File: config.mk
export PLATFORM = sky130hd
export DESIGN_NAME = dmem_request_ctrl_flat
export DESIGN_NICKNAME = d
export VERILOG_FILES = /design/src/rtl/dmem_request_ctrl_if.sv /design/src/rtl/dmem_request_ctrl.sv /design/src/flat_wrapper.sv
export SDC_FILE = /design/constraint.sdc
export NUM_CORES = 1
export LEC_CHECK = 0
export CAP_MARGIN = 20
export CORE_AREA = 2 2 131 133
export DETAILED_ROUTE_END_ITERATION = 16
export DIE_AREA = 0 0 133 135
export GPL_TIMING_DRIVEN = 1
export PLACE_DENSITY = 0.83
export SLEW_MARGIN = 20
export SYNTH_ARGS = -nofsm -noshare
export SYNTH_HDL_FRONTEND = slang
export SYNTH_SLANG_ARGS = --single-unit
File: constraint.sdc
create_clock -name clk -period 5.6 [get_ports clk]
set_clock_uncertainty 0.1 [all_clocks]
set_input_delay 0.56 -clock clk [delete_from_list [all_inputs] [get_ports clk]]
set_output_delay 0.56 -clock clk [all_outputs]
set_load 0.005 [all_outputs]
File: src/rtl/dmem_request_ctrl_if.sv
// Request/response bus between the memory-stage initiator (master) and the
// multi-cycle data memory responder (slave).
interface dmem_request_ctrl_if #(
  parameter int WORD_W = 64,
  parameter int IDX_W  = 7
);
  logic              req_valid;
  logic              req_we;
  logic [IDX_W-1:0]  req_index;
  logic [WORD_W-1:0] req_wdata;
  logic              req_ready;
  logic              resp_valid;
  logic [WORD_W-1:0] resp_rdata;

  modport master (
    output req_valid, req_we, req_index, req_wdata,
    input  req_ready, resp_valid, resp_rdata
  );

  modport slave (
    input  req_valid, req_we, req_index, req_wdata,
    output req_ready, resp_valid, resp_rdata
  );
endinterface

File: src/rtl/dmem_request_ctrl.sv
// Memory-stage initiator: turns mem_read/mem_write into a valid/ready request,
// stalls the pipeline until the data memory responds or times out.
// Optional: define MISALIGN_TRAP_EN to reject addresses with nonzero [2:0].
module dmem_request_ctrl #(
  parameter int WORD_W  = 64,
  parameter int DEPTH   = 100,
  parameter int IDX_W   = 7,
  parameter int TIMEOUT = 16
) (
  input  logic              clk,
  input  logic              reset,
  input  logic              mem_read,
  input  logic              mem_write,
  input  logic [WORD_W-1:0] mem_address,
  input  logic [WORD_W-1:0] mem_write_data,
  output logic [WORD_W-1:0] mem_read_data,
  output logic              stall,
  output logic              done,
  output logic              err,
  dmem_request_ctrl_if.master dmem
);

  localparam int CNT_W = (TIMEOUT > 1) ? $clog2(TIMEOUT) : 1;
  localparam logic [CNT_W-1:0]  CNT_LAST = CNT_W'(TIMEOUT - 1);
  localparam logic [WORD_W-4:0] DEPTH_L  = (WORD_W-3)'(DEPTH);

  typedef enum logic [1:0] {
    S_IDLE,
    S_REQ,
    S_WAIT,
    S_DONE
  } state_e;

  state_e            state_q, state_d;
  logic [CNT_W-1:0]  count_q, count_d;
  logic              we_q, we_d;
  logic [IDX_W-1:0]  index_q, index_d;
  logic [WORD_W-1:0] wdata_q, wdata_d;
  logic [WORD_W-1:0] rdata_q, rdata_d;
  logic              err_q, err_d;
  logic              bad_addr;

  // Full-width compare so that any set upper address bit counts as out of range.
`ifdef MISALIGN_TRAP_EN
  assign bad_addr = (mem_address[WORD_W-1:3] >= DEPTH_L) || (|mem_address[2:0]);
`else
  assign bad_addr = (mem_address[WORD_W-1:3] >= DEPTH_L);
  logic unused_low_bits;
  assign unused_low_bits = ^mem_address[2:0];
`endif

  // NOTE: every variable is given its hold value before the case so no path leaves it unassigned (no latch).
  always_comb begin
    state_d = state_q;
    count_d = count_q;
    we_d    = we_q;
    index_d = index_q;
    wdata_d = wdata_q;
    rdata_d = rdata_q;
    err_d   = err_q;
    stall   = 1'b0;

    case (state_q)
      S_IDLE: begin
        stall = mem_read | mem_write;
        if (mem_read | mem_write) begin
          we_d    = mem_write;
          index_d = mem_address[IDX_W+2:3];
          wdata_d = mem_write_data;
          err_d   = bad_addr;
          state_d = bad_addr ? S_DONE : S_REQ;
        end
      end

      S_REQ: begin
        stall = 1'b1;
        if (dmem.req_ready) begin
          count_d = '0;
          state_d = S_WAIT;
        end
      end

      S_WAIT: begin
        stall   = 1'b1;
        count_d = count_q + CNT_W'(1);
        // A response arriving on the last allowed cycle still wins over the timeout.
        if (dmem.resp_valid) begin
          if (!we_q) rdata_d = dmem.resp_rdata;
          err_d   = 1'b0;
          state_d = S_DONE;
        end else if (count_q == CNT_LAST) begin
          if (!we_q) rdata_d = '1;
          err_d   = 1'b1;
          state_d = S_DONE;
        end
      end

      S_DONE: state_d = S_IDLE;

      default: state_d = S_IDLE;
    endcase
  end

  // NOTE: state registers use non-blocking assignments so all flops update together on the edge.
  always_ff @(posedge clk or posedge reset) begin
    if (reset) begin
      state_q <= S_IDLE;
      count_q <= '0;
      we_q    <= 1'b0;
      index_q <= '0;
      wdata_q <= '0;
      rdata_q <= '0;
      err_q   <= 1'b0;
    end else begin
      state_q <= state_d;
      count_q <= count_d;
      we_q    <= we_d;
      index_q <= index_d;
      wdata_q <= wdata_d;
      rdata_q <= rdata_d;
      err_q   <= err_d;
    end
  end

  assign dmem.req_valid = (state_q == S_REQ);
  assign dmem.req_we    = we_q;
  assign dmem.req_index = index_q;
  assign dmem.req_wdata = wdata_q;
  assign done           = (state_q == S_DONE);
  assign err            = err_q;
  assign mem_read_data  = rdata_q;

endmodule

File: src/flat_wrapper.sv
// flat-port wrapper written by rule: the top's interface ports become plain ports
module dmem_request_ctrl_flat 
#(
  parameter int WORD_W  = 64,
  parameter int DEPTH   = 100,
  parameter int IDX_W   = 7,
  parameter int TIMEOUT = 16
)
  (clk, reset, mem_read, mem_write, mem_address, mem_write_data, mem_read_data, stall, done, err, dmem_req_valid, dmem_req_we, dmem_req_index, dmem_req_wdata, dmem_req_ready, dmem_resp_valid, dmem_resp_rdata);
  dmem_request_ctrl_if #(.WORD_W(WORD_W), .IDX_W(IDX_W)) dmem_i ();
  input  logic clk;
  input  logic reset;
  input  logic mem_read;
  input  logic mem_write;
  input  logic [WORD_W-1:0] mem_address;
  input  logic [WORD_W-1:0] mem_write_data;
  output logic [WORD_W-1:0] mem_read_data;
  output logic stall;
  output logic done;
  output logic err;
  output wire logic [$bits(dmem_i.req_valid)-1:0] dmem_req_valid;
  output wire logic [$bits(dmem_i.req_we)-1:0] dmem_req_we;
  output wire logic [$bits(dmem_i.req_index)-1:0] dmem_req_index;
  output wire logic [$bits(dmem_i.req_wdata)-1:0] dmem_req_wdata;
  input wire logic [$bits(dmem_i.req_ready)-1:0] dmem_req_ready;
  input wire logic [$bits(dmem_i.resp_valid)-1:0] dmem_resp_valid;
  input wire logic [$bits(dmem_i.resp_rdata)-1:0] dmem_resp_rdata;
  assign dmem_req_valid = dmem_i.req_valid;
  assign dmem_req_we = dmem_i.req_we;
  assign dmem_req_index = dmem_i.req_index;
  assign dmem_req_wdata = dmem_i.req_wdata;
  assign dmem_i.req_ready = dmem_req_ready;
  assign dmem_i.resp_valid = dmem_resp_valid;
  assign dmem_i.resp_rdata = dmem_resp_rdata;
  dmem_request_ctrl #(.WORD_W(WORD_W), .DEPTH(DEPTH), .IDX_W(IDX_W), .TIMEOUT(TIMEOUT)) u_core (.clk(clk), .reset(reset), .mem_read(mem_read), .mem_write(mem_write), .mem_address(mem_address), .mem_write_data(mem_write_data), .mem_read_data(mem_read_data), .stall(stall), .done(done), .err(err), .dmem(dmem_i));
endmodule
==> metrics <==
CTS buffer count 17; final hold slack 0.4020 ns; Yosys top cell area share between 60% and 70%; drt wl/cell around 16 µm; Synth Area in Simple Gates under 10%; RePlAce Congestion roughly 0.81; post-synthesis cell count between 500 and 600; largest area contributor in the netlist dfrtp_1; Crit Path Max Fanout 5; CP Data Required Time 4.94 ns; Final min period 2.683 ns; ys async rst share 100.0%; Hold EP u_core.dmem.req_wdata[0]; critical path arrival just over 2 ns; Final Setup Violations 0; final hold violation count 0; initial antenna violation count 2; post-synthesis cell type count 26; Leak around 4.2 nW; CTS tree done; mux cell area share after synthesis 13.84%; first-pass iteration count of the detailed router 6; reg2reg end u_core.dmem.req_wdata[47]; Clock Tree Buf Depth 2; fin. max-slew vios 0; complex-gate fraction of the synthesized area under 10%; Root Buffer clkbuf_16; hold_buf cts 0; first-pass GRT wire length roughly 26000 µm; PD cells 514.2 nW/µm²; Post-Synth XOR/XNOR Area 0%; reg-to-reg setup timing slack 3.31 ns; synthesized area per cell ~12 µm²; number of post-CTS setup repair buffers 0; layout cells sized above 1 13.15%; Main synth FF type dfrtp_1; Clock transition at path regs about 0.06 ns; Fill cells between 1000 and 1500; Initial Utilization 35.64%; Setup CP Type reg -> out; hold depth 1; Remaining Overflow, GRT 0; # resized after CTS 0; row count 47; CTS sink count approximately 140; register area about 3600 µm²; Final WS setup between 2 and 3 ns; worst slew pin tran 0.9693 ns; DR iter-0 viols approximately 190; Yosys warning total 0; Global Route Usage Sum between 10% and 20%; layout overhead on the synthesized area 71.84%; DRT Wirelength roughly 17000 µm; pre-CTS setup slack between 2 and 2.5 ns; full die area 17960 µm²; Peak VDD IR 0.0003520 V; sequential cell area fraction in the yosys report 61.19%; max-cap violations 0; Critical R2R Launch u_core.state_q[0]; kind of cell adding the most delay to the critical path buffers and inverters; most common cell after layout, fill and taps aside clkdlybuf4s50_1; Final ANT Viol Nets 0; vias per cell between 4 and 5; cells on worst reg2reg path 5; largest family of logic cells by synthesized area multiplexers; area of the multi-input gates 1868 µm²; period utilization ~48%; largest net degree at the start of global routing 106; Fin Setup TNS 0 ns; Slew HR approximately 35%; Slowest Stage Delay on Critical Path between 0.5 and 0.6 ns; Netlist Area Pre-Place between 5000 and 6000 µm²; total power 5.167 mW; Crit path buffers/inverters 2; Post-Route Utilization between 60% and 70%; via count slightly below 5000; H-tree Lvls 4; CP endpoint kind output port; core box area roughly 16000 µm²; top cells by area, synth dfrtp_1 61%, mux2_2 14%, a31oi_1 7.0%; fmax 372.7 MHz; Die Wd about 130 µm; Die Y roughly 140 µm; # nets final 1035; Buffers on Ports between 300 and 400; number of remaining DRC errors 0; vias in the first global route approximately 5000; status complete, no violations; Post-Synth Adder-Cell Area ~1.3%; FF+latch count, synth 143; DP Wirelength 12450 µm; most frequent cells in the layout 333 x clkdlybuf4s50_1, 143 x dfrtp_1, 71 x mux2_2; hold_sp u_core.dmem.req_wdata[0]; crit start category register; crit path cell chain inv_1 > ha_1 > o21ai_4 > a21oi_1 > clkdlybuf4s50_1; Hold/Removal Path Class reg -> reg; critical path's slowest cell clkdlybuf4s50_1; I/O pins between 300 and 400; RSZ-0062 raised after global routing no; Skew-Pair Late Insertion Delay approximately 0.41 ns; number of enable flip-flop cells after synthesis 0; Synth Net Count between 700 and 800
[synthesized netlist by cell type (all sizes together), types with 2 or more instances]
master,count
nor2,68
o21ai,7
nand3,3
nor4,14
inv,70
clkbuf,7
nand4,3
dfrtp,143
a22o,3
a31oi,65
mux2,71
nand2,8
ha,6
buf,23
o311ai,2
[layer usage]
layer	wire length [µm]	GRT usage, %	vias to the layer above
met5	0	0	-
met4	380	7.826	0
met3	1431	6.832	27
met2	8317	31.55	205
met1	6716	21.25	2301
li1	-	-	2382
[cells by family (layout without fill, tap and decap cells)]
kind of cell,after synthesis,after routing
other cells,0,2
compound gates,81,81
simple gates,101,101
buf+inv,100,441
flops,143,143
mux,72,72
fa+ha+maj,6,6
[worst max-delay path by stage]
| stage | depth (start not counted) | slack (ns) | from | endpoint |
|---|---|---|---|---|
| 4_1_cts | 7 | 2.78 | dmem_resp_valid | u_core.mem_read_data[37] |
| 2_1_floorplan | 1 | 1.10 | reset | u_core.count_q[0] |
| 3_3_place_gp | 6 | 2.38 | dmem_resp_valid | u_core.mem_read_data[46] |
| 3_5_place_dp | 7 | 2.34 | dmem_resp_valid | u_core.mem_read_data[37] |
| 6_report | 5 | 2.92 | u_core.state_q[1] | stall |
| 5_1_grt | 5 | 2.76 | u_core.state_q[0] | stall |
[per-stage QoR]
stage	area [µm²]	instances
CTS	10030	1063
detailed placement	9370	1031
global placement	9370	1031
floorplan	5848	503
finish	10050	1066
global route	10050	1066
[registers in the layout, indices dropped and copies added, names as in the netlist]
signal / count
u_core.dmem.req_wdata: 64
u_core.dmem.req_we: 1
u_core.count_q: 4
u_core.mem_read_data: 64
u_core.dmem.req_index: 7
u_core.err: 1
u_core.state_q: 2
[worst reg2reg max path, stage by stage (launching register included)]
cell and delay [ns]:
dfrtp_1 0.37, inv_1 0.10, ha_1 0.29, o21ai_4 0.09
buf_4 0.71, mux2_2 0.52
[final cells by class]
cell class                 instances  share of cell area, %
sequential                       143                  35.61
timing repair buffer             339                  33.75
multi-input combinational        260                  18.59
clock buffer                      20                  4.544
tap                              220                  2.739
inverter                          70                  2.664
clock inverter                    12                  2.054
antenna                            2                0.04980
[where the power goes]
group          switching, mW  internal [mW]
Clock                  0.441          0.818
Combinational          0.750           1.39
Sequential             0.252           1.52
Total                   1.44           3.72
Power figures use the tool's default switching activity.
